[config.mk]
export PLATFORM = sky130hd
export DESIGN_NAME = div_ctrl
export DESIGN_NICKNAME = d
export VERILOG_FILES = /design/src/rtl/div_ctrl.sv
export SDC_FILE = /design/constraint.sdc
export NUM_CORES = 1
export LEC_CHECK = 0
export CAP_MARGIN = 20
export CORE_MARGIN = 3
export CORE_UTILIZATION = 45
export DETAILED_ROUTE_END_ITERATION = 6
export MAX_ROUTING_LAYER = met4
export PLACE_DENSITY = 0.64
export SYNTH_ARGS = -nofsm -noshare
export SYNTH_HDL_FRONTEND = slang
export SYNTH_SLANG_ARGS = --single-unit
[constraint.sdc]
create_clock -name clk -period 7.26 [get_ports clk]
set_input_delay 1.815 -clock clk [delete_from_list [all_inputs] [get_ports clk]]
set_output_delay 1.815 -clock clk [all_outputs]
set_load 0.02 [all_outputs]
[src/rtl/div_ctrl.sv]
// Multi-cycle radix-2 restoring divider for the EX stage (DIV/DIVU).
// Produces {remainder, quotient} after WIDTH iterations and holds it while EX is frozen.
module div_ctrl #(
  parameter int unsigned WIDTH = 32
) (
  input  logic                 clk,
  input  logic                 rst,
  input  logic                 div_req,
  input  logic                 div_signed,
  input  logic [WIDTH-1:0]     div_opdata1,
  input  logic [WIDTH-1:0]     div_opdata2,
  input  logic                 annul,
  input  logic                 hold,
  output logic                 stallreq_for_div,
  output logic                 div_ready,
  output logic [2*WIDTH-1:0]   div_result,
  output logic                 busy
);

  localparam int unsigned CntW = (WIDTH > 1) ? $clog2(WIDTH) : 1;

  typedef enum logic [1:0] {StIdle, StDivZero, StOn, StEnd} state_e;

  state_e             r_state, w_state_next;
  logic [CntW-1:0]    r_cnt;
  logic [2*WIDTH:0]   r_part;
  logic [WIDTH-1:0]   r_divisor;
  logic               r_neg_q, r_neg_r;
  logic               r_ready;
  logic [2*WIDTH-1:0] r_result;

  logic [2*WIDTH:0]   w_shift, w_step;
  logic [WIDTH:0]     w_diff;
  logic [WIDTH-1:0]   w_abs_a, w_abs_b, w_quot, w_rem, w_q_raw, w_r_raw;
  logic               w_last;

  assign w_abs_a = (div_signed && div_opdata1[WIDTH-1]) ? -div_opdata1 : div_opdata1;
  assign w_abs_b = (div_signed && div_opdata2[WIDTH-1]) ? -div_opdata2 : div_opdata2;
  assign w_last  = (r_cnt == CntW'(WIDTH - 1));

  // One restoring step: shift, trial-subtract from the upper half, keep if non-negative.
  always_comb begin
    w_shift = r_part << 1;
    w_diff  = w_shift[2*WIDTH:WIDTH] - {1'b0, r_divisor};
    w_step  = w_shift;
    if (!w_diff[WIDTH]) begin
      w_step[2*WIDTH:WIDTH] = w_diff;
      w_step[0]             = 1'b1;
    end
    w_q_raw = w_step[WIDTH-1:0];
    w_r_raw = w_step[2*WIDTH-1:WIDTH];
    w_quot  = r_neg_q ? -w_q_raw : w_q_raw;
    w_rem   = r_neg_r ? -w_r_raw : w_r_raw;
  end

  always_comb begin
    w_state_next = r_state;
    if (annul) begin
      w_state_next = StIdle;
    end else begin
      unique case (r_state)
        StIdle: begin
          if (div_req) begin
            w_state_next = (div_opdata2 == '0) ? StDivZero : StOn;
          end
        end
        StDivZero: w_state_next = StEnd;
        StOn:      if (w_last) w_state_next = StEnd;
        StEnd:     if (!hold) w_state_next = StIdle;
        default:   w_state_next = StIdle;
      endcase
    end
  end

  always_ff @(posedge clk) begin
    if (rst) begin
      r_state   <= StIdle;
      r_cnt     <= '0;
      r_part    <= '0;
      r_divisor <= '0;
      r_neg_q   <= 1'b0;
      r_neg_r   <= 1'b0;
      r_ready   <= 1'b0;
      r_result  <= '0;
    end else begin
      r_state <= w_state_next;
      if (annul) begin
        r_cnt   <= '0;
        r_ready <= 1'b0;
      end else begin
        unique case (r_state)
          StIdle: begin
            r_cnt <= '0;
            if (div_req && (div_opdata2 != '0)) begin
              r_part    <= {{(WIDTH + 1){1'b0}}, w_abs_a};
              r_divisor <= w_abs_b;
              r_neg_q   <= div_signed & (div_opdata1[WIDTH-1] ^ div_opdata2[WIDTH-1]);
              r_neg_r   <= div_signed & div_opdata1[WIDTH-1];
            end
          end
          StDivZero: begin
            r_result <= '0;
            r_ready  <= 1'b1;
          end
          StOn: begin
            r_part <= w_step;
            r_cnt  <= r_cnt + CntW'(1);
            if (w_last) begin
              r_result <= {w_rem, w_quot};
              r_ready  <= 1'b1;
            end
          end
          StEnd: begin
            if (!hold) r_ready <= 1'b0;
          end
          default: r_ready <= 1'b0;
        endcase
      end
    end
  end

  assign div_ready        = r_ready;
  assign div_result       = r_result;
  assign busy             = (r_state != StIdle);
  assign stallreq_for_div = div_req & ~r_ready & ~annul;

endmodule

==> impl.org <==
** Yosys
- Counting flops with a built-in enable in the synthesized netlist gives 0.
- Each instance of the synthesized netlist takes up on average 7.44 sq um.
- Sequential cells were found to cover 28.4% of the synthesized design area.
- After technology mapping, the gate count stands at 1609.
- After synthesis the netlist holds a flip-flop and latch count of 170.
- In this run the cell area of the synthesized design comes to 12000 sq um.
- After synthesis, the share of flip-flops with an asynchronous set or reset is 0%.
- Syn nets :: 1721
- For this run, the number of Yosys warnings is 0.
- Most frequently used flop master after synthesis :: dfxtp_1
- The synthesized netlist contains 89 unique library cells.

** Power
- Of the total power, the share spent switching nets is approximately a third.
- Switching component of the power :: approximately 0.84 mW
- Worst vdd rail ir drop :: about 0.17 mV
- In this run, the combinational gates consume 23.8% of the power.
- The internal portion of the total power is between 1.5 and 2 mW.
- The analysis attributes to cell leakage a power of a little over 5 nW.
- PD cells :: 177 nW/um^2
- Part of the power in registers :: 40.0%
- In this run, the clock network consumes 36.2% of the power.

** Route
- In the final routed layout, each cell accounts on average for roughly 17 um.
- DR vias :: approximately 12000
- In the routed layout, each cell is associated on average with a via count of 5.73.
- The pre-antenna-repair detailed-routing pass consisted of 5 iterations.
- Final antenna-violating net count :: 0
- After detailed routing, the number of remaining DRC violations is 0.
- The detailed router finished its first iteration with 1001 violations.
- Wires add up to 35500 um.

** Finish
- Final-stage net count :: 1794
- Footprint of the multi-input gates :: 7900 sq um
- Final Util :: between 50% and 60%
- Fraction of layout instances using a drive strength above 1 :: roughly 5.5%
- In the layout the commonest cells are nand2_1, dfxtp_1, nor2_1.
- Relative area change from synthesis to final layout :: 16.6%
- Fill cells in the final layout number roughly 2600.
- The repair_antennas step left the layout with diodes totalling 0.
- Leaving out fill and tap cells, the most frequent cell in the layout is nand2_1.
- Summing all flip-flop and latch instances after layout gives 3400 sq um.

** Timing
- Period utilisation layout :: 80.3%
- Counting I/O delays and the setup requirement, the final critical path takes ~5800 ps.
- Static timing analysis puts the maximum clock frequency at roughly 0.17 GHz.
- The hold violation count in the final report is 0.
- Worst max-slew margin expressed relative to the limit :: 27.9%
- After routing, the total negative slack on setup checks comes to 0 ps.
- Final Slew Violations :: 0
- Final-report setup violation count :: 0
- Setup repair after global routing left no endpoint under its margin.
- Worst Max-Slew Pin Slew :: about 1100 ps
- Setup skew after layout :: between 10 and 15 ps

** Setup path
- STA classifies the critical path startpoint as a flop.
- Count of buffering cells on the critical path with inverters included :: 3
- Cell-by-cell listing of the critical path :: inv_1 > ha_1 > inv_1 > fa_1 > nand3_1 > a21oi_1 > o211ai_2 > a21oi_2 > o31a_1 > buf_4 > nor2_8 > mux2i_1 > ha_1 > nand2_1 > nor4b_1 > nand3_1 > mux2i_1 > or4b_4 > o31a_1 > xor2_1 > a22o_1
- The slowest stage of the critical path belongs to the cell nor2_8.
- Nature of the critical path endpoint :: flop
- Data arrival at the endpoint of the critical path :: approximately 6200 ps
- Kind of critical path :: reg2reg
- Crit path required time :: 7590 ps
- For this run, the slowest stage of the critical path takes 640 ps.
- Critical-path maximum fanout :: 45
- Grouping stages by cell kind, the critical path spends the most delay in simple AND/OR/NAND/NOR gates.

** Floorplan
- Initial cell density of the core :: 45.8%
- Core Region :: 26100 sq um
- DIE AREA :: ~29000 sq um
- Die outline width :: between 150 and 200 um
- Number of placement rows :: 59
- Overall die height :: 169 um
- Number of ports placed on the die boundary :: 137

** Global route
- The total overflow left after global routing is 0.
- The number of antenna violations at the first check in global routing was 0.
- The via count of the first global-routing pass is 10300.
- For this run, the total global-route usage over all layers was measured as 24.9%.
- Entering global routing, the biggest net connects 93 pins.
- First-pass GRT wire length :: approximately 57000 um

** Placement
- Detailed placement finished with a half-perimeter wire length of ~27000 um.
- In this run the tool buffered the top-level ports with 136 buffer cells.
- At the end of routability-driven placement, the weighted congestion stood at 0.911.

** Clock network
- Clock-pin slew was measured on the worst setup and hold paths at 70 ps.
- The number of gates resized after CTS was 0.
- Max clock buf depth :: 2
- The H-tree was split into 4 levels.
- Once the clock tree was built, the setup fixing pass inserted 0 buffers.
- The clock net in this run drives a total of 170 sinks.
- The number of clock buffers added by TritonCTS is 17.
- Clock latency on the worst-skew pair, taken at its later pin, is around 440 ps.
- Hold repair after CTS inserted 0 buffers.
- Clock root buffer :: clkbuf_16
- CTS tree :: done

** Run
- Across the run, the number of max-cap violations was 0.

** Run status
- The run finished with clean final reports.

** Min path
- Type of the most critical hold path :: reg2reg
## layer usage
layer	track usage, %	share of wire, %	up-vias	routed length (um)
li1	-	-	5881	-
met5	-	0	-	0
met2	32.8	40	402	14000
met1	39.9	52	5333	18600
met3	3.40	7.3	24	2580
met4	4.59	0.90	0	319
## worst min-delay path, cell delays in order (launching register included)
cell     delay (ps)
dfxtp_1         310
nand2_1          50
o21ai_1          50
## flip-flops by register name (all words and copies together) (netlist names)
signal	cells
r_neg_q	1
div_ready	1
div_result	64
r_state	2
r_neg_r	1
r_divisor	32
r_part	64
r_cnt	5
## cell families (layout without fill, tap and decap cells)
kind of cell    after synthesis  after routing  share of synthesized area, %
xor+xnor                    138            138                          10.1
compound gates              470            470                          25.1
fa+ha+maj                    42             42                          4.45
flops                       170            170                          28.4
mux                          25             25                          2.12
buf+inv                     153            239                          5.73
simple gates                611            611                          24.1
## power by group through the flow
stage | Combinational [mW] | Clock (mW) | Sequential (mW)
5_1_grt | 0.644 | 0.945 | 0.994
4_1_cts | 0.580 | 0.906 | 0.990
3_3_place_gp | 0.575 | 0 | 1.01
6_report | 0.588 | 0.897 | 0.990
3_5_place_dp | 0.577 | 0 | 1.01
2_1_floorplan | 0.415 | 0 | 1.00
## metrics by stage
stage | instances | power, mW | hold WS (ps) | area [sq um] | setup slack [ps]
floorplan | 1609 | 1.42 | 446 | 12000 | 1900
global route | 2030 | 2.58 | 460 | 14000 | 1050
CTS | 2030 | 2.48 | 452 | 14000 | 1480
global placement | 1998 | 1.58 | 439 | 13400 | 1290
detailed placement | 1998 | 1.59 | 443 | 13400 | 1160
finish | 2030 | 2.47 | 451 | 14000 | 1430
## cells in the mapped netlist (11+ instances only)
library cell	n	area, sq um
nand2_1	240	901
dfxtp_1	170	3400
nor2_1	154	578
o21ai_0	126	631
a21oi_1	113	566
xnor2_1	74	648
xor2_1	64	561
clkbuf_1	63	236
inv_1	57	214
ha_1	41	513
a211oi_1	40	300
nor3_1	37	185
a22oi_1	33	248
nand3_1	31	155
o31ai_1	30	225
mux2i_1	22	220
o21ai_1	18	90.1
nor2b_1	17	106
or4_1	17	128
nor4_1	16	100
or3_1	16	100
buf_2	15	75.1
o41ai_1	15	131
nand2b_1	13	81.3
a21o_1	11	82.6
## final cells by class
| cell class | count | share of cell area [%] |
|---|---|---|
| multi-input cells | 1286 | 56.6 |
| flip-flops and latches | 170 | 24.4 |
| repair buffers | 149 | 10.4 |
| clock buffers | 18 | 3.07 |
| well taps | 335 | 3.00 |
| inverters | 58 | 1.60 |
| clock inverters | 14 | 0.941 |
## path summary, 6_finish.rpt
path,start,end,slack [ps],depth (start not counted)
max reg2reg,r_part[31],div_result[62],1430,21
max,r_part[31],div_result[62],1430,21
min,div_result[55],div_result[55],450,2
min reg2reg,div_result[55],div_result[55],450,2
Note: power is estimated with default switching activity, not from simulation.
